--- config.mk ---
export PLATFORM = sky130hd
export DESIGN_NAME = ecc_25_rd_pipe
export DESIGN_NICKNAME = d
export VERILOG_FILES = /design/src/rtl/ecc_25_rd_pipe.sv
export SDC_FILE = /design/constraint.sdc
export NUM_CORES = 1
export LEC_CHECK = 0
export ABC_AREA = 1
export BUFFER_PORTS_ARGS = -buffer_cell sky130_fd_sc_hd__buf_2
export CAP_MARGIN = 10
export CELL_PAD_IN_SITES_DETAIL_PLACEMENT = 0
export CELL_PAD_IN_SITES_GLOBAL_PLACEMENT = 1
export CORE_AREA = 4 4 156 158
export DETAILED_ROUTE_END_ITERATION = 12
export DIE_AREA = 0 0 160 162
export HOLD_SLACK_MARGIN = 0.05
export PLACE_DENSITY_LB_ADDON = 0.2
export SLEW_MARGIN = 20
export SYNTH_ARGS = -nofsm -noshare
export SYNTH_HDL_FRONTEND = slang
export SYNTH_SLANG_ARGS = --single-unit
--- constraint.sdc ---
create_clock -name clk -period 5 [get_ports clk]
set_clock_uncertainty 0.05 [all_clocks]
set_input_delay 1 -clock clk [delete_from_list [all_inputs] [get_ports clk]]
set_output_delay 1 -clock clk [all_outputs]
set_load 0.05 [all_outputs]
--- src/rtl/ecc_25_rd_pipe.sv ---
// Read-side SECDED check stage: two-stage valid/ready pipe around ecc_25_cal,
// with saturating SBE/DBE counters and a sticky first-DBE syndrome capture.

module ecc_25_cal (
  input  logic [24:0] data_in,
  input  logic [5:0]  parity_in,
  output logic [24:0] data_out,
  output logic [5:0]  parity_out,
  output logic        sbit_err,
  output logic        dbit_err
);
  localparam int unsigned DATA_WIDTH   = 25;
  localparam int unsigned PARITY_WIDTH = 6;

  // Hamming position of data bit k: the k-th non-power-of-two index from 3 upward.
  function automatic logic [4:0] data_pos(input int unsigned k);
    int unsigned cnt;
    data_pos = '0;
    cnt      = 0;
    for (int unsigned p = 3; p < 32; p++) begin
      if ((p & (p - 1)) != 0) begin
        if (cnt == k) data_pos = 5'(p);
        cnt++;
      end
    end
  endfunction

  logic [4:0]              hp;
  logic [4:0]              pos;
  logic [PARITY_WIDTH-1:0] syn;
  logic                    hit;

  // Bit 5 is overall parity over data and Hamming bits, so every column has odd weight.
  always_comb begin
    hp         = '0;
    pos        = '0;
    hit        = 1'b0;
    data_out   = data_in;
    sbit_err   = 1'b0;
    dbit_err   = 1'b0;
    for (int k = 0; k < int'(DATA_WIDTH); k++) begin
      if (data_in[k]) hp = hp ^ data_pos(32'(k));
    end
    parity_out = {(^data_in) ^ (^hp), hp};
    syn        = parity_in ^ parity_out;
    if (syn != '0) begin
      if (^syn) begin
        if ($onehot(syn)) begin
          sbit_err = 1'b1;
        end else begin
          for (int k = 0; k < int'(DATA_WIDTH); k++) begin
            pos = data_pos(32'(k));
            if (syn == {~^pos, pos}) begin
              data_out[k] = ~data_in[k];
              hit         = 1'b1;
            end
          end
          sbit_err = hit;
          dbit_err = ~hit;
        end
      end else begin
        dbit_err = 1'b1;
      end
    end
  end
endmodule

module ecc_25_rd_pipe #(
  parameter int unsigned CNT_WIDTH = 16
) (
  input  logic                 clk,
  input  logic                 rst_n,
  input  logic                 in_vld,
  output logic                 in_rdy,
  input  logic [30:0]          in_word,
  input  logic                 bypass,
  output logic                 out_vld,
  input  logic                 out_rdy,
  output logic [24:0]          out_data,
  output logic                 out_sbe,
  output logic                 out_dbe,
  input  logic                 cnt_clr,
  output logic [CNT_WIDTH-1:0] sbe_cnt,
  output logic [CNT_WIDTH-1:0] dbe_cnt,
  output logic                 dbe_flag,
  output logic [5:0]           dbe_syn
);
  localparam int unsigned DATA_WIDTH   = 25;
  localparam int unsigned PARITY_WIDTH = 6;

  logic                    s1_vld_q;
  logic [30:0]             s1_word_q;
  logic                    out_vld_q, out_sbe_q, out_dbe_q;
  logic [DATA_WIDTH-1:0]   out_data_q;
  logic [CNT_WIDTH-1:0]    sbe_cnt_q, sbe_cnt_d, dbe_cnt_q, dbe_cnt_d;
  logic                    dbe_flag_q, dbe_flag_d;
  logic [PARITY_WIDTH-1:0] dbe_syn_q, dbe_syn_d;

  logic [DATA_WIDTH-1:0]   dec_data;
  logic [PARITY_WIDTH-1:0] dec_parity, syndrome;
  logic                    dec_sbe, dec_dbe;
  logic                    adv1, adv2, xfer, sbe_ev, dbe_ev;

  ecc_25_cal u_cal (
    .data_in    (s1_word_q[24:0]),
    .parity_in  (s1_word_q[30:25]),
    .data_out   (dec_data),
    .parity_out (dec_parity),
    .sbit_err   (dec_sbe),
    .dbit_err   (dec_dbe)
  );

  assign syndrome = s1_word_q[30:25] ^ dec_parity;

  // Pipeline enables and status next-state; events count at S1->S2 transfer.
  always_comb begin
    adv2       = ~out_vld_q | out_rdy;
    adv1       = ~s1_vld_q | adv2;
    xfer       = adv2 & s1_vld_q;
    sbe_ev     = xfer & ~bypass & dec_sbe;
    dbe_ev     = xfer & ~bypass & dec_dbe;
    sbe_cnt_d  = sbe_cnt_q;
    dbe_cnt_d  = dbe_cnt_q;
    dbe_flag_d = dbe_flag_q;
    dbe_syn_d  = dbe_syn_q;
    if (cnt_clr) begin
      sbe_cnt_d  = CNT_WIDTH'(sbe_ev);
      dbe_cnt_d  = CNT_WIDTH'(dbe_ev);
      dbe_flag_d = dbe_ev;
      dbe_syn_d  = dbe_ev ? syndrome : '0;
    end else begin
      if (sbe_ev && (sbe_cnt_q != '1)) sbe_cnt_d = sbe_cnt_q + CNT_WIDTH'(1);
      if (dbe_ev && (dbe_cnt_q != '1)) dbe_cnt_d = dbe_cnt_q + CNT_WIDTH'(1);
      if (dbe_ev && !dbe_flag_q) begin
        dbe_flag_d = 1'b1;
        dbe_syn_d  = syndrome;
      end
    end
  end

  always_ff @(posedge clk or negedge rst_n) begin
    if (!rst_n) begin
      s1_vld_q   <= 1'b0;
      s1_word_q  <= '0;
      out_vld_q  <= 1'b0;
      out_data_q <= '0;
      out_sbe_q  <= 1'b0;
      out_dbe_q  <= 1'b0;
      sbe_cnt_q  <= '0;
      dbe_cnt_q  <= '0;
      dbe_flag_q <= 1'b0;
      dbe_syn_q  <= '0;
    end else begin
      if (adv1) begin
        s1_vld_q <= in_vld;
        if (in_vld) s1_word_q <= in_word;
      end
      if (adv2) begin
        out_vld_q <= s1_vld_q;
        if (s1_vld_q) begin
          out_data_q <= bypass ? s1_word_q[24:0] : dec_data;
          out_sbe_q  <= dec_sbe & ~bypass;
          out_dbe_q  <= dec_dbe & ~bypass;
        end
      end
      sbe_cnt_q  <= sbe_cnt_d;
      dbe_cnt_q  <= dbe_cnt_d;
      dbe_flag_q <= dbe_flag_d;
      dbe_syn_q  <= dbe_syn_d;
    end
  end

  assign in_rdy   = adv1;
  assign out_vld  = out_vld_q;
  assign out_data = out_data_q;
  assign out_sbe  = out_sbe_q;
  assign out_dbe  = out_dbe_q;
  assign sbe_cnt  = sbe_cnt_q;
  assign dbe_cnt  = dbe_cnt_q;
  assign dbe_flag = dbe_flag_q;
  assign dbe_syn  = dbe_syn_q;
endmodule

==> results <==
- The worst register-to-register path has a setup slack of 0.45 ns.
- The number of different library cells used by synthesis comes to 35.
- STA classifies the critical path startpoint as a flip-flop.
- The maximum fanout along the worst path is 12.
- The first global-routing pass estimated 32.9 mm of wire.
- The CTS root buffer is sky130_fd_sc_hd__clkbuf_16.
- The port buffer count is 104.
- The number of vias per cell after detailed routing is 4.58.
- The max-cap check violation count is 0.
- Dividing the detail-routed wire length by the instance count gives 15.0 um.
- The TritonCTS clock tree is yes.
- The final layout contains 1144 nets.
- The number of top-level design ports is 105.
- The worst slack at placement is 0.177 ns.
- For the pin with the worst max-slew slack, the measured transition is 1.15 ns.
- Counting every instance in the synthesized netlist gives 974.
- When the netlist entered floorplanning its net count stood at 1029.
- The synthesized netlist occupies a cell area of 0.00678 mm2.
- The upper clock frequency limit is 0.220 GHz.
- The final instance area is 0.00811 mm2.
- The clock reaches the later pin of the worst-skew pair after 0.36 ns.
- The data arrival time at the worst-slack endpoint is 4.77 ns.
- The number of enable-type register cells in the synthesized netlist is 0.
- The global-route usage over all layers is 0.159.
- The count of endpoints failing hold in the final timing report is 0.
- In the final timing run, aggregate negative setup slack is 0 ns.
- Along the worst hold path, the cell count comes to 2.
- The relative slew slack is 0.233.
- The worst stage delay on the critical path is 0.50 ns.
- Counting along the longest clock path gives a buffer depth of 2.
- The proportion of register bits with asynchronous set or reset after synthesis is 1.00.
- The sum of overflow across all layers after global routing is 0.
- For this run, the leading register cell type out of synthesis is sky130_fd_sc_hd__dfrtp_1.
- The largest net degree at the start of global routing is 72.
- The period utilization is 0.909.
- For the worst setup path, the data required time is 5.23 ns.
- In this run the power density over the cells is 666 mW/mm2.
- The number of clock sinks seen by CTS is 99.
- The most repeated library cell on the critical path is sky130_fd_sc_hd__nand2_1.
- The detailed router finished its first iteration with 415 violations.
- In this run the critical register-to-register path is captured at dbe_cnt[14].
- In this run the worst hold path is classified as flip-flop to flip-flop.
- Once placement completed, the tool counted placed cells totaling 1351.
- The highest-delay cell along the critical path is sky130_fd_sc_hd__fa_1.
- Routed signal wires occupy layers up through met4.
- The final setup violation count is 0.
- The worst min-delay path startpoint is out_data[20].
- The minimum hold slack is 0.433 ns.
- In the final routing, the length of wire on met1 measures 9.65 mm.
- Of the synthesized area, sequential elements account for 0.365.
- Tracing the worst setup path back leads to its startpoint at s1_word_q[13].
- The launch point of the worst reg-to-reg path is s1_word_q[13].
- The core utilization of the finished layout is 0.351.
- The total wirelength of the detailed-routed design is 20.8 mm.
- The number of warnings issued by yosys is 0.
- Summing over every cut layer, the via total after detailed routing is 6335.
- The final non-filler cell total is 1384.
- Summed over all cells, the static leakage comes to 4.20 nW.
- The hold path endpoint is out_data[20].
- STA classifies the critical path endpoint as a flip-flop.
- The final total power is 5.40 mW.
- The H-tree was split into 3 levels.
- The number of buffers inserted during clock tree synthesis is 9.
- Measured in cells, the most critical reg-to-reg path has a length of 35.
- The initial cell density of the core is 0.293.
- The die covers 0.0259 mm2.
- Measured along the x axis, the die boundary spans 160 um.
- The height of the chip is 162 um.
- Clock-pin slew was measured on the worst setup and hold paths at 0.07 ns.
- The number of iterations in the first detailed-routing pass is 6.
- The post-synthesis to final-layout area growth is 19.6%.
- In the final layout, the share of cells above drive strength 1 is 0.198.
- The post-DP HPWL is 16.2 mm.
- The flow ran to the end, and the final reports show no timing, DRC or antenna violations.
- The last weighted congestion value of the routability-driven placer is 0.919.
- The via count of the first global-routing pass is 6116.
- The number of antenna violations at the first check in global routing is 0.
- The worst path in the final design needs a cycle of 4.55 ns, including I/O delays and setup.
- The DRC violations left is 0.
- Summed over all nets, wire length on met2 after detailed routing comes to 10.1 mm.
- The count of pins over their slew limit is 0.
- A synthesized cell averages 6.96 um2.
- The post-synthesis register bit count is 99.
- The least setup slack across all paths after layout is 0.453 ns.
- The worst supply voltage drop on vdd is 0.000387 V.
- The total area inside the core boundary comes to 0.0231 mm2.
- The number of placement rows is 56.
- The detail route stage leaves a number of antenna-violating nets equal to 0.
- The critical path class is flip-flop to flip-flop.
- In the detailed route, the total length drawn on met3 is 621 um.
- The instance area after placement is 0.00760 mm2.
- The number of antenna diodes in the final layout is 0.
## timing repair
| item | in CTS | in global routing |
|---|---|---|
| hold buffers | 0 | 0 |
| buffers inserted | 0 | 13 |
| resized for setup | 0 | 37 |
| setup endpoints to repair | 0 | 56 |
| hold endpoints to repair | 0 | 0 |
## cells in the final DEF, fill, tap and decap left out, drive strengths merged
| cell | count |
|---|---|
| clkbuf | 11 |
| fa | 2 |
| o21ai | 45 |
| nand3 | 88 |
| xor2 | 56 |
| nand2 | 351 |
| nor2 | 85 |
| nor4 | 3 |
| clkinvlp | 1 |
| nand3b | 2 |
| mux2 | 6 |
| ha | 16 |
| buf | 130 |
| nor3b | 1 |
| a21oi | 26 |
| inv | 107 |
| xnor2 | 15 |
| nand4 | 8 |
| dfrtp | 99 |
| clkinv | 2 |
| or2 | 1 |
| nor3 | 39 |
## metal layers
metal  global-route usage  vias up
met5                    0        -
met4               0.0512        0
met3               0.0208       23
met2                0.276      105
met1                0.206     2893
li1                     -     3314
## registers in the layout, indices dropped and copies added, names as in the netlist
signal,cells
s1_vld_q,1
dbe_syn,6
out_dbe,1
out_vld,1
s1_word_q,31
sbe_cnt,16
dbe_cnt,16
out_sbe,1
out_data,25
dbe_flag,1
## Yosys cell counts (2+ instances only)
cell type / n / area [um2]
sky130_fd_sc_hd__o21ai_2: 6 / 52.6
sky130_fd_sc_hd__nor3_1: 36 / 180
sky130_fd_sc_hd__inv_2: 10 / 37.5
sky130_fd_sc_hd__xor2_1: 56 / 490
sky130_fd_sc_hd__fa_1: 2 / 40.0
sky130_fd_sc_hd__buf_2: 9 / 45.0
sky130_fd_sc_hd__nor2_1: 83 / 312
sky130_fd_sc_hd__xnor2_1: 15 / 131
sky130_fd_sc_hd__ha_1: 16 / 200
sky130_fd_sc_hd__nor2_2: 2 / 12.5
sky130_fd_sc_hd__inv_1: 94 / 353
sky130_fd_sc_hd__nand3b_1: 2 / 15.0
sky130_fd_sc_hd__dfrtp_1: 99 / 2480
sky130_fd_sc_hd__nand2_2: 8 / 50.1
sky130_fd_sc_hd__nand4_1: 8 / 50.1
sky130_fd_sc_hd__nand3_2: 3 / 30.0
sky130_fd_sc_hd__clkbuf_1: 15 / 56.3
sky130_fd_sc_hd__a21oi_1: 26 / 130
sky130_fd_sc_hd__nor3_2: 2 / 20.0
sky130_fd_sc_hd__nor4_1: 2 / 12.5
sky130_fd_sc_hd__buf_4: 2 / 15.0
sky130_fd_sc_hd__o21ai_0: 35 / 175
sky130_fd_sc_hd__nand2_1: 340 / 1280
sky130_fd_sc_hd__buf_6: 2 / 22.5
sky130_fd_sc_hd__o21ai_1: 4 / 20.0
sky130_fd_sc_hd__nand3_1: 83 / 415
sky130_fd_sc_hd__mux2_2: 6 / 67.6
## worst max-delay path by stage
stage             endpoint  depth (start not counted)
6_report       dbe_cnt[14]                         35
5_1_grt         dbe_cnt[0]                         34
4_1_cts         dbe_cnt[9]                         33
3_5_place_dp    dbe_cnt[9]                         33
3_3_place_gp    dbe_cnt[7]                         34
2_1_floorplan   dbe_cnt[8]                         36
## report_power, final
group / switching, mW / internal (mW) / total [mW] / leakage [nW]
Combinational: 2.52 / 1.09 / 3.60 / 2.84
Clock: 0.334 / 0.360 / 0.694 / 0.139
Sequential: 0.141 / 0.959 / 1.10 / 1.22
Total: 2.99 / 2.40 / 5.40 / 4.20
## final cells by class
cell class	count	area [um2]
multi-input combinational	744	3840
sequential	99	2490
inverter	105	402
fill	2512	15000
timing repair buffer	130	727
tap	290	363
clock inverter	5	45.0
clock buffer	11	243
## kinds of logic (layout without fill, tap and decap cells)
group / count (synthesis) / after routing / share of synthesized area
AOI/OAI and AO/OA: 71 / 71 / 0.0557
xor gates and xnor gates: 71 / 71 / 0.0917
adders and majority gates: 18 / 18 / 0.0354
buffers and inverters: 134 / 251 / 0.0815
DFF: 99 / 99 / 0.365
muxes: 6 / 6 / 0.00996
and+or+nand+nor: 575 / 578 / 0.360
## critical path, delay by kind of cell, from the launching register on
family                   cells  cell delay, ns
AND/OR/NAND/NOR             26            2.59
adder cells (fa/ha/maj)      3            0.92
buffers and inverters        5            0.43
AO/OA/AOI/OAI                1            0.06
flip-flops                   1            0.41
No activity file was read; power rests on OpenSTA's default activity.
